File: src/rtl/jk_cnt_pkg.sv
// jk_cnt_pkg: JK command encodings ({J,K}) and default counter geometry
package jk_cnt_pkg;
  typedef logic [1:0] jk_cmd_t;
  localparam jk_cmd_t JK_HOLD   = 2'b00;
  localparam jk_cmd_t JK_RESET  = 2'b01;
  localparam jk_cmd_t JK_SET    = 2'b10;
  localparam jk_cmd_t JK_TOGGLE = 2'b11;
  localparam int DEF_WIDTH   = 4;
  localparam int DEF_MODULUS = 10;
endpackage

File: src/rtl/jk_stage_ff.sv
// jk_stage_ff: JK flip-flop with asynchronous active-low reset and complementary outputs
module jk_stage_ff (
  input  logic clk,
  input  logic rst_n,
  input  logic j,
  input  logic k,
  output logic q,
  output logic qn
);
  logic r_q;
  always_ff @(posedge clk or negedge rst_n)
    if (!rst_n) r_q <= 1'b0;
    else        r_q <= (j & ~r_q) | (~k & r_q);
  assign q  = r_q;
  assign qn = ~r_q;
endmodule

File: src/rtl/jk_sync_counter.sv
// jk_sync_counter: mod-MODULUS up/down counter of JK stages; JK_SYNC_COUNTER_SATURATE_EN holds at the boundaries instead of wrapping
module jk_sync_counter
  import jk_cnt_pkg::*;
#(
  parameter int WIDTH   = DEF_WIDTH,
  parameter int MODULUS = DEF_MODULUS
) (
  input  logic             clk,
  input  logic             rst_n,
  input  logic             en,
  input  logic             up,
  input  logic             load,
  input  logic [WIDTH-1:0] load_val,
  output logic [WIDTH-1:0] count,
  output logic [WIDTH-1:0] count_n,
  output logic             tc,
  output logic             wrap
);
`ifdef JK_SYNC_COUNTER_SATURATE_EN
  localparam bit SAT = 1'b1;
`else
  localparam bit SAT = 1'b0;
`endif
  localparam logic [WIDTH:0]   MOD_W = (WIDTH+1)'(MODULUS);
  localparam logic [WIDTH-1:0] MAX_V = WIDTH'(MODULUS - 1);
  logic [WIDTH-1:0] w_load_v;
  logic [WIDTH-1:0] w_wrap_v;
  logic [WIDTH-1:0] w_step;
  jk_cmd_t          w_cmd [WIDTH];
  logic             r_wrap;
  always_comb begin
    w_load_v = ({1'b0, load_val} >= MOD_W) ? MAX_V : load_val;
    w_wrap_v = up ? '0 : MAX_V;
    w_step   = count ^ (up ? count + 1'b1 : count - 1'b1);
    tc       = en & ~load & (up ? (count == MAX_V) : (count == '0));
  end
  // loads and wraps force each bit to its target; ordinary steps toggle only the bits that change
  for (genvar i = 0; i < WIDTH; i++) begin : g_bit
    assign w_cmd[i] = load ? (w_load_v[i] ? JK_SET : JK_RESET)
                    : tc   ? (SAT ? JK_HOLD : (w_wrap_v[i] ? JK_SET : JK_RESET))
                    : en   ? (w_step[i] ? JK_TOGGLE : JK_HOLD)
                    : JK_HOLD;
    jk_stage_ff u_stage (
      .clk  (clk),
      .rst_n(rst_n),
      .j    (w_cmd[i][1]),
      .k    (w_cmd[i][0]),
      .q    (count[i]),
      .qn   (count_n[i])
    );
  end
  always_ff @(posedge clk or negedge rst_n)
    if (!rst_n) r_wrap <= 1'b0;
    else        r_wrap <= ~SAT & tc;
  assign wrap = r_wrap;
endmodule

File: config.mk
export PLATFORM = sky130hd
export DESIGN_NAME = jk_sync_counter
export DESIGN_NICKNAME = d
export VERILOG_FILES = /design/src/rtl/jk_cnt_pkg.sv /design/src/rtl/jk_stage_ff.sv /design/src/rtl/jk_sync_counter.sv
export SDC_FILE = /design/constraint.sdc
export NUM_CORES = 1
export LEC_CHECK = 0
export ABC_CLOCK_PERIOD_IN_PS = 3700
export BUFFER_PORTS_ARGS = -buffer_cell sky130_fd_sc_hd__clkbuf_2
export CAP_MARGIN = 20
export CORE_AREA = 2 2 39 41
export CTS_CLUSTER_SIZE = 28
export DETAILED_ROUTE_END_ITERATION = 10
export DIE_AREA = 0 0 41 43
export MAX_ROUTING_LAYER = met4
export PLACE_DENSITY_LB_ADDON = 0.08
export SLEW_MARGIN = 20
export SYNTH_ARGS = -nofsm -noshare
export SYNTH_HDL_FRONTEND = slang
export SYNTH_SLANG_ARGS = --single-unit
File: constraint.sdc
create_clock -name clk -period 3.7 [get_ports clk]
set_clock_uncertainty 0.15 [all_clocks]
set_input_delay 0.37 -clock clk [delete_from_list [all_inputs] [get_ports clk]]
set_output_delay 0.37 -clock clk [all_outputs]
set_load 0.01 [all_outputs]
==> results.sh, run 1 <==
export IMPL_outcome="completed"
export IMPL_hold_viol=0
export IMPL_finalSetupViolations=0
export IMPL_slew_viol_final=0
export IMPL_via_per_inst=4.55
export IMPL_root_buffer="clkbuf_4"
export IMPL_synth_cell_type_count=25
export IMPL_cts_buffer_depth=2
export IMPL_grt_ovfl_total=0
export IMPL_ctsHtreeMaxLevel=1
export IMPL_worstSkewPairLatency_ps=230
export IMPL_fin_crit_sh=0.575
export IMPL_p_per_area_nw_per_um2=422
export IMPL_die_area_um2=1760
export IMPL_layout_drive_gt1_share=0.375
export IMPL_grt_pass1_wl_mm=1.44
export IMPL_cts_sinks=5
export IMPL_ant_nets=0
export IMPL_dr_total_vias=364
export IMPL_ys_ff_latch=5
export IMPL_cp_end_kind="output port"
export IMPL_whs_endpoint="g_bit[2].u_stage.q"
export IMPL_synth_top_cell_by_area="dfrtp_1"
export IMPL_slowest_stage="or3_2"
export IMPL_r2r_end="g_bit[3].u_stage.q"
export IMPL_relSlewSlack=0.813
export IMPL_fin_nets=76
export IMPL_worst_pin_slew_ps=280
export IMPL_hold_depth=2
export IMPL_utilization=0.377
export IMPL_max_cap_viol_count=0
export IMPL_cp_cell_sequence="or3_2 -> a21oi_4 -> clkbuf_2"
export IMPL_drc=0
export IMPL_portBuffers=18
export IMPL_cts_buffers=3
export IMPL_arrival_ps=1610
export IMPL_syn_inst=51
export IMPL_grt_util_all_layers=0.125
export IMPL_reg2reg_slack_ps=1790
export IMPL_fmaxAchievable_mhz=470
export IMPL_synth_nets=62
export IMPL_drt_total_wl_um=870
export IMPL_synth_top_area_frac=0.281
export IMPL_diodes=0
export IMPL_synth_warnings=0
export IMPL_syn_to_final_growth_pct=17.1
export IMPL_wire_per_inst_um=10.9
export IMPL_reg2reg_from="g_bit[2].u_stage.q"
export IMPL_power_leakage_nw=0.254
export IMPL_initial_utilization=0.322
export IMPL_post_route_min_period_ps=2130
export IMPL_reg2regPathDepth=5
export IMPL_rsz0062_at_grt="false"
export IMPL_drtIter0Drc=3
export IMPL_peakVddDrop_mv=0.209
export IMPL_core_area_um2=1380
export IMPL_cp_top_family="simple AND/OR/NAND/NOR gates"
export IMPL_cpPeakStageDelay_ps=480
export IMPL_ios=19
export IMPL_final_cell_mix="clkbuf_2, inv_1, dfrtp_1"
export IMPL_post_cts_buffers=0
export IMPL_grt_max_degree=10
export IMPL_grt_antenna_before_repair=0
export IMPL_crit_required_ps=3180
export IMPL_ys_seq_area_frac=0.281
export IMPL_cts_tree="yes"
export IMPL_grt_pass1_vias=346
export IMPL_synth_avg_cell_area_um2=8.73
export IMPL_min_path_type="input pin to register"
export IMPL_row_count=14
export IMPL_critPathMaxFanout=8
export IMPL_gp_congestion=0.677
export IMPL_clk_pin_slew_ps=40
export IMPL_tns_ps=0
export IMPL_path_buf_inv=1
export IMPL_ys_top_cells_by_area="dfrtp_1, buf_4, xnor2_1"
export IMPL_synth_area_um2=445
export IMPL_critPathKind="register to output port"
export IMPL_worstSetupStartpointType="register"
export IMPL_die_w_um=41
export IMPL_drt_first_pass_iters=4
export IMPL_die_h_um=43
export IMPL_hp_start="load_val[3]"
export IMPL_final_common_cell="clkbuf_2"
routing by layer:
metal,track usage,vias up,share of wire
met5,-,-,0
met4,0.0800,0,0
met3,0.0314,0,0.053
met2,0.156,13,0.46
met1,0.172,157,0.49
li1,-,194,-
final cells by class:
cell class / count / area [µm²]
well taps: 16 / 20.0
inverters: 5 / 18.8
multi-input cells: 31 / 231
clock buffers: 4 / 26.3
flip-flops and latches: 5 / 125
repair buffers: 19 / 100
fillers: 147 / 862
worst max path at each step:
| stage | cells after the start | from | slack, ps | to |
|---|---|---|---|---|
| 5_1_grt | 3 | g_bit[0].u_stage.q | 1480 | tc |
| 3_3_place_gp | 7 | up | 1620 | g_bit[3].u_stage.q |
| 6_report | 3 | g_bit[0].u_stage.q | 1570 | tc |
| 4_1_cts | 3 | g_bit[0].u_stage.q | 1550 | tc |
| 2_1_floorplan | 6 | up | 1860 | g_bit[3].u_stage.q |
| 3_5_place_dp | 7 | up | 1580 | g_bit[3].u_stage.q |
through the flow:
step	hold slack (ps)	power (mW)	setup slack [ps]	cell area [µm²]	cells
floorplan	-75.6	0.151	1860	445	51
global placement	49.1	0.161	1620	485	75
detailed placement	46.8	0.160	1580	485	75
CTS	194	0.225	1550	522	80
global route	188	0.239	1480	522	80
finish	201	0.220	1570	522	80
what timing repair did:
action	in CTS	in global routing
endpoints found under the hold margin	5	0
hold buffers	1	0
gates resized for setup	0	0
worst reg2reg max path, stage by stage, from the launching register on:
cell,delay (ps)
dfrtp_1,410
ha_1,340
a21oi_1,180
nand4_1,150
a2111o_1,410
and3_1,160
Yosys cell counts:
master / count
buf_4: 8
dfrtp_1: 5
inv_1: 5
nand2_1: 4
xnor2_1: 4
a21oi_1: 3
ha_1: 2
nand3_1: 2
o21ai_0: 2
a2111o_1: 1
a21o_1: 1
a21oi_4: 1
and3_1: 1
buf_2: 1
clkbuf_2: 1
mux2i_1: 1
nand4_1: 1
nand4b_1: 1
nor2_1: 1
nor2b_1: 1
o21a_1: 1
o31ai_1: 1
o32ai_1: 1
or3_2: 1
or4b_4: 1
state kept, by name, summed over array words and instances, names as in the netlist:
register,flops
g_bit.u_stage.q,4
wrap,1
logic make-up (layout without fill, tap and decap cells):
| group | count (synthesis) | after routing | synth area share |
|---|---|---|---|
| buf+inv | 15 | 28 | 0.199 |
| simple gates | 13 | 13 | 0.174 |
| compound gates | 11 | 11 | 0.188 |
| flops | 5 | 5 | 0.281 |
| xor+xnor | 4 | 4 | 0.0786 |
| fa+ha+maj | 2 | 2 | 0.0562 |
| mux | 1 | 1 | 0.0225 |
power by group:
| group | switching [mW] | total (mW) | internal, mW |
|---|---|---|---|
| Sequential | 0.0113 | 0.0744 | 0.0631 |
| Clock | 0.0210 | 0.0617 | 0.0407 |
| Combinational | 0.0437 | 0.0843 | 0.0405 |
| Total | 0.0760 | 0.220 | 0.144 |
Note: power is estimated with default switching activity, not from simulation.
==> run 2: changes to the inputs <==
ABC_CLOCK_PERIOD_IN_PS = 2100   (was 3700)
clock period = 2.1 ns   (was 3.7 ns; I/O delays follow)
==> run 2 against run 1 <==
Compared with the run above:
- global-route usage up 2.7 points
- clock power is 86% higher
- core utilization is 2.2 points higher
- first-iteration DRC count down 33%
- design area up 5.8%
- sequential power up 65%
- critical path type unchanged
- die area stayed put
- highest routed layer is now met4
- combinational power is 100% higher
- largest cell class unchanged
==> results.sh, run 2 (synthesis results as in run 1) <==
export IMPL_outcome="completed"
export IMPL_critPathKind="register to output port"
export IMPL_core_area_um2=1380
export IMPL_fin_crit_sh=0.960
export IMPL_layout_drive_gt1_share=0.412
export IMPL_dp_hpwl_um=746
export IMPL_min_path_type="input pin to register"
export IMPL_peakVddDrop_mv=0.357
export IMPL_relSlewSlack=0.861
export IMPL_via_per_inst=4.64
export IMPL_die_w_um=41
export IMPL_reg2reg_from="g_bit[2].u_stage.q"
export IMPL_diodes=0
export IMPL_cp_startpoint="g_bit[2].u_stage.q"
export IMPL_p_per_area_nw_per_um2=741
export IMPL_drc=0
export IMPL_hold_viol=0
export IMPL_cp_end_kind="output port"
export IMPL_ctsHtreeMaxLevel=1
export IMPL_grt_util_all_layers=0.152
export IMPL_tns_ps=0
export IMPL_combPwrFrac=0.417
export IMPL_reg2reg_slack_ps=210
export IMPL_netSwitchingFraction=0.351
export IMPL_ant_nets=0
export IMPL_cp_endpoint="tc"
export IMPL_fin_nets=80
export IMPL_post_route_min_period_ps=2020
export IMPL_clkPwrFrac=0.282
export IMPL_crit_required_ps=1740
export IMPL_finalPower_mw=0.409
export IMPL_max_cap_viol_count=0
export IMPL_worst_pin_slew_ps=207
export IMPL_portBuffers=18
export IMPL_arrival_ps=1660
export IMPL_reg2regPathDepth=5
export IMPL_clk_pin_slew_ps=50
export IMPL_ios=19
export IMPL_cts_sinks=5
export IMPL_grt_antenna_before_repair=0
export IMPL_final_cell_mix="clkbuf_2, inv_1, dfrtp_1"
export IMPL_die_area_um2=1760
export IMPL_grt_ovfl_total=0
export IMPL_fmaxAchievable_mhz=496
export IMPL_p_int_mw=0.265
export IMPL_root_buffer="clkbuf_4"
export IMPL_wire_per_inst_um=11.4
export IMPL_final_common_cell="clkbuf_2"
export IMPL_syn_to_final_growth_pct=23.9
export IMPL_finalSetupViolations=0
export IMPL_power_leakage_nw=0.275
export IMPL_die_h_um=43
export IMPL_critPathMaxFanout=5
export IMPL_p_switching_mw=0.144
export IMPL_gp_congestion=0.602
export IMPL_drt_total_wl_um=958
export IMPL_grt_max_degree=10
export IMPL_worstSetupStartpointType="register"
export IMPL_row_count=14
export IMPL_placed_cell_area_um2=500
export IMPL_worstSkewPairLatency_ps=250
export IMPL_fin_area_um2=552
export IMPL_drtIter0Drc=2
export IMPL_cts_buffer_depth=2
export IMPL_holdWs_ps=20.7
export IMPL_r2r_end="g_bit[3].u_stage.q"
export IMPL_cts_tree="yes"
export IMPL_initial_utilization=0.322
export IMPL_slew_viol_final=0
export IMPL_seqPwrFrac=0.301
export IMPL_largest_register_ffs=4
export IMPL_rsz0062_at_grt="false"
export IMPL_cts_buffers=3
export IMPL_dr_total_vias=390
export IMPL_drt_first_pass_iters=4
export IMPL_grt_pass1_wl_mm=1.71
export IMPL_grt_pass1_vias=394
export IMPL_cts_resized=0
[run 2: timing repair]
item / in CTS / in global routing
hold buffers: 1 / 0
setup buffers: 0 / 2
endpoints found under the setup margin: 0 / 1
endpoints found under the hold margin: 5 / 0
[run 2: metrics by stage]
| stage | instances | util | setup WS, ps |
|---|---|---|---|
| floorplan | 51 | - | 288 |
| global placement | 77 | 0.362 | 128 |
| detailed placement | 77 | 0.362 | 119 |
| CTS | 82 | 0.388 | 17.0 |
| global route | 84 | 0.399 | 15.4 |
| finish | 84 | 0.399 | 83.2 |
[run 2: layout make-up]
class / count / area [µm²]
Timing Repair Buffer: 23 / 130
Clock buffer: 4 / 26.3
Multi-Input combinational cell: 31 / 231
Fill cell: 154 / 832
Inverter: 5 / 18.8
Tap cell: 16 / 20.0
Sequential cell: 5 / 125
[run 2: worst min path at each step]
stage | start | endpoint | slack [ps] | depth (start not counted)
after floorplan | rst_n | g_bit[0].u_stage.q | -240 | 0
after global placement | rst_n | wrap | -110 | 1
after detailed placement | rst_n | wrap | -110 | 1
after CTS | load_val[3] | g_bit[2].u_stage.q | 10 | 2
after global routing | load_val[3] | g_bit[2].u_stage.q | 30 | 2
final | load_val[3] | g_bit[2].u_stage.q | 20 | 2
[run 2: critical path, stage by stage (launching register included)]
cell and delay [ps]:
dfrtp_1 370, buf_4 150, or4b_4 540, a21oi_4 180, clkbuf_2 160
[run 2: routing by layer]
metal / vias to the layer above / GRT usage / part of all wire
met3: 5 / 0.0157 / 0.062
met1: 166 / 0.190 / 0.45
met2: 16 / 0.203 / 0.44
met4: 0 / 0.140 / 0.043
li1: 203 / - / -
met5: - / - / 0
[run 2: power by group through the flow]
stage / Combinational [mW] / Sequential (mW) / Clock, mW
detailed placement: 0.168 / 0.125 / 0
finish: 0.170 / 0.123 / 0.115
CTS: 0.171 / 0.123 / 0.121
global route: 0.194 / 0.126 / 0.126
global placement: 0.167 / 0.126 / 0
floorplan: 0.141 / 0.124 / 0
==> run 3: changes to the inputs <==
ABC_AREA = 1   (was unset)
==> run 3 against run 2 <==
Compared with the run above:
- critical path depth increased by 2
- combinational power about the same
- design area increased by 7.0%
- sequential cell count unchanged
- largest power group unchanged
==> results.sh, run 3 <==
export IMPL_synth_most_common_cell="nand2_1"
export IMPL_synth_xor_area_frac=0.0170
export IMPL_p_switching_mw=0.150
export IMPL_syn_inst=75
export IMPL_die_area_um2=1760
export IMPL_reg2regPathDepth=7
export IMPL_clkPwrFrac=0.276
export IMPL_r2r_end="g_bit[3].u_stage.q"
export IMPL_cts_resized=0
export IMPL_cts_tree="yes"
export IMPL_tns_ps=0
export IMPL_wire_per_inst_um=9.83
export IMPL_hold_depth=3
export IMPL_min_path_type="input pin to register"
export IMPL_synth_top_family_by_area="simple AND/OR/NAND/NOR gates"
export IMPL_whs_endpoint="g_bit[2].u_stage.q"
export IMPL_hp_start="load_val[2]"
export IMPL_cts_buffers=3
export IMPL_rsz0062_at_grt="false"
export IMPL_synth_mux_area_frac=0
export IMPL_post_route_min_period_ps=1690
export IMPL_cts_buffer_depth=2
export IMPL_relSlewSlack=0.865
export IMPL_grt_max_degree=9
export IMPL_ctsHtreeMaxLevel=1
export IMPL_row_count=14
export IMPL_synth_avg_cell_area_um2=6.87
export IMPL_netSwitchingFraction=0.373
export IMPL_grt_pass1_wl_mm=1.66
export IMPL_max_cap_viol_count=0
export IMPL_ys_ff_latch=5
export IMPL_core_area_um2=1380
export IMPL_cpPeakStageDelay_ps=420
export IMPL_combPwrFrac=0.415
export IMPL_grt_ovfl_total=0
export IMPL_syn_to_final_growth_pct=14.6
export IMPL_nFillCells=155
export IMPL_power_leakage_nw=0.354
export IMPL_finalSetupViolations=0
export IMPL_drtIter0Drc=7
export IMPL_hold_viol=0
export IMPL_worstSkewPairLatency_ps=240
export IMPL_p_per_area_nw_per_um2=683
export IMPL_cp_end_kind="output port"
export IMPL_dr_total_vias=479
export IMPL_synth_edff_count=0
export IMPL_portBuffers=18
export IMPL_arrival_ps=1330
export IMPL_grt_antenna_before_repair=0
export IMPL_fmaxAchievable_mhz=591
export IMPL_seqPwrFrac=0.310
export IMPL_slew_viol_final=0
export IMPL_layout_drive_gt1_share=0.382
export IMPL_clk_pin_slew_ps=40
export IMPL_synthTopCellsByCount="nand2_1, nand3_1, buf_4"
export IMPL_placed_cell_area_um2=554
export IMPL_ant_nets=0
export IMPL_utilization=0.427
export IMPL_ys_top_cells_by_area="dfrtp_1, nand2_1, buf_4"
export IMPL_worstSetupStartpointType="register"
export IMPL_largest_register_ffs=4
export IMPL_drt_first_pass_iters=4
export IMPL_synth_nets=86
export IMPL_root_buffer="clkbuf_4"
export IMPL_crit_required_ps=1740
export IMPL_initial_utilization=0.373
export IMPL_pre_cts_slack_ps=468
export IMPL_hold_buffers=1
export IMPL_drc=0
export IMPL_diodes=0
export IMPL_reg2reg_from="g_bit[2].u_stage.q"
export IMPL_slowest_stage="dfrtp_1"
export IMPL_fin_nets=101
export IMPL_outcome="completed"
export IMPL_synthFlopType="dfrtp_1"
export IMPL_synth_top_cell_by_area="dfrtp_1"
export IMPL_synth_top_area_frac=0.243
export IMPL_ys_seq_area_frac=0.243
export IMPL_synth_warnings=0
export IMPL_final_cell_mix="clkbuf_2, nand2_1, nand3_1"
export IMPL_critPathKind="register to output port"
export IMPL_synth_area_um2=515
export IMPL_grt_util_all_layers=0.147
export IMPL_gp_congestion=0.763
export IMPL_cts_sinks=5
export IMPL_ios=19
export IMPL_drt_total_wl_mm=1.03
export IMPL_synth_fa_ha_area_frac=0.0485
export IMPL_worst_pin_slew_ps=202
export IMPL_cp_cell_sequence="bufinv_8 -> nand3_2 -> nor2_2 -> nand2_2 -> inv_2 -> clkbuf_2"
export IMPL_yosys_area_share_simple=0.340
export IMPL_fin_crit_sh=0.806
export IMPL_critPathMaxFanout=4
export IMPL_gr_usage_met1=0.179
export IMPL_fin_area_um2=591
export IMPL_grt_pass1_vias=414
export IMPL_via_per_inst=4.56
export IMPL_top_usage_layer="met2"
export IMPL_die_h_um=43
export IMPL_post_cts_buffers=0
export IMPL_final_common_cell="clkbuf_2"
export IMPL_synthArstFlopShare=1.00
export IMPL_use_met2=0.219
export IMPL_p_int_mw=0.253
export IMPL_gr_usage_met3=0.0157
export IMPL_peakVddDrop_mv=0.187
export IMPL_reg2reg_slack_ps=480
export IMPL_die_w_um=41
export IMPL_dp_hpwl_um=854
export IMPL_synth_compound_area_share=0.0752
export IMPL_fin_ws_ps=407
export IMPL_synth_cell_type_count=20
## run 3: critical path: cells and delay by family, from the launching register on
kind,cells,cell delay (ps)
simple gates,3,270
flops,1,420
buf+inv,3,410
## run 3: worst max-delay path by stage
| stage | startpoint | end |
|---|---|---|
| 2_1_floorplan | g_bit[1].u_stage.q | g_bit[3].u_stage.q |
| 3_3_place_gp | up | g_bit[3].u_stage.q |
| 3_5_place_dp | up | g_bit[3].u_stage.q |
| 4_1_cts | g_bit[2].u_stage.q | tc |
| 5_1_grt | g_bit[0].u_stage.q | tc |
| 6_report | g_bit[2].u_stage.q | tc |
## run 3: routing by layer
layer	wire length, µm	vias to the layer above
met2	481	17
met3	59	2
met4	19	0
li1	-	255
met5	0	-
met1	472	205
## run 3: cells by family (layout without fill, tap and decap cells)
logic type | after synthesis | in the layout
XOR/XNOR | 1 | 1
flip-flops | 5 | 5
AND/OR/NAND/NOR | 37 | 37
AO/OA/AOI/OAI | 7 | 7
buffers and inverters | 23 | 37
adder cells (fa/ha/maj) | 2 | 2
## run 3: final cells by class
type,count,area [µm²],share of cell area
repair buffers,19,100,0.169
flip-flops and latches,5,125,0.212
inverters,14,71.3,0.121
well taps,16,20.0,0.0339
multi-input cells,47,248,0.419
clock buffers,4,26.3,0.0445
## run 3: power groups by stage
| stage | clock (mW) | sequential [mW] | combinational [mW] |
|---|---|---|---|
| 6_report | 0.111 | 0.125 | 0.167 |
| 5_1_grt | 0.120 | 0.126 | 0.191 |
| 4_1_cts | 0.113 | 0.125 | 0.168 |
| 2_1_floorplan | 0 | 0.123 | 0.147 |
| 3_5_place_dp | 0 | 0.126 | 0.166 |
| 3_3_place_gp | 0 | 0.126 | 0.167 |
## run 3: stage by stage
| stage | std cells | hold WS (ps) | power [mW] |
|---|---|---|---|
| after floorplan | 75 | -236 | 0.270 |
| after global placement | 100 | -120 | 0.293 |
| after detailed placement | 100 | -120 | 0.293 |
| after CTS | 105 | 61.3 | 0.406 |
| after global routing | 105 | 74.5 | 0.438 |
| final | 105 | 61.1 | 0.403 |
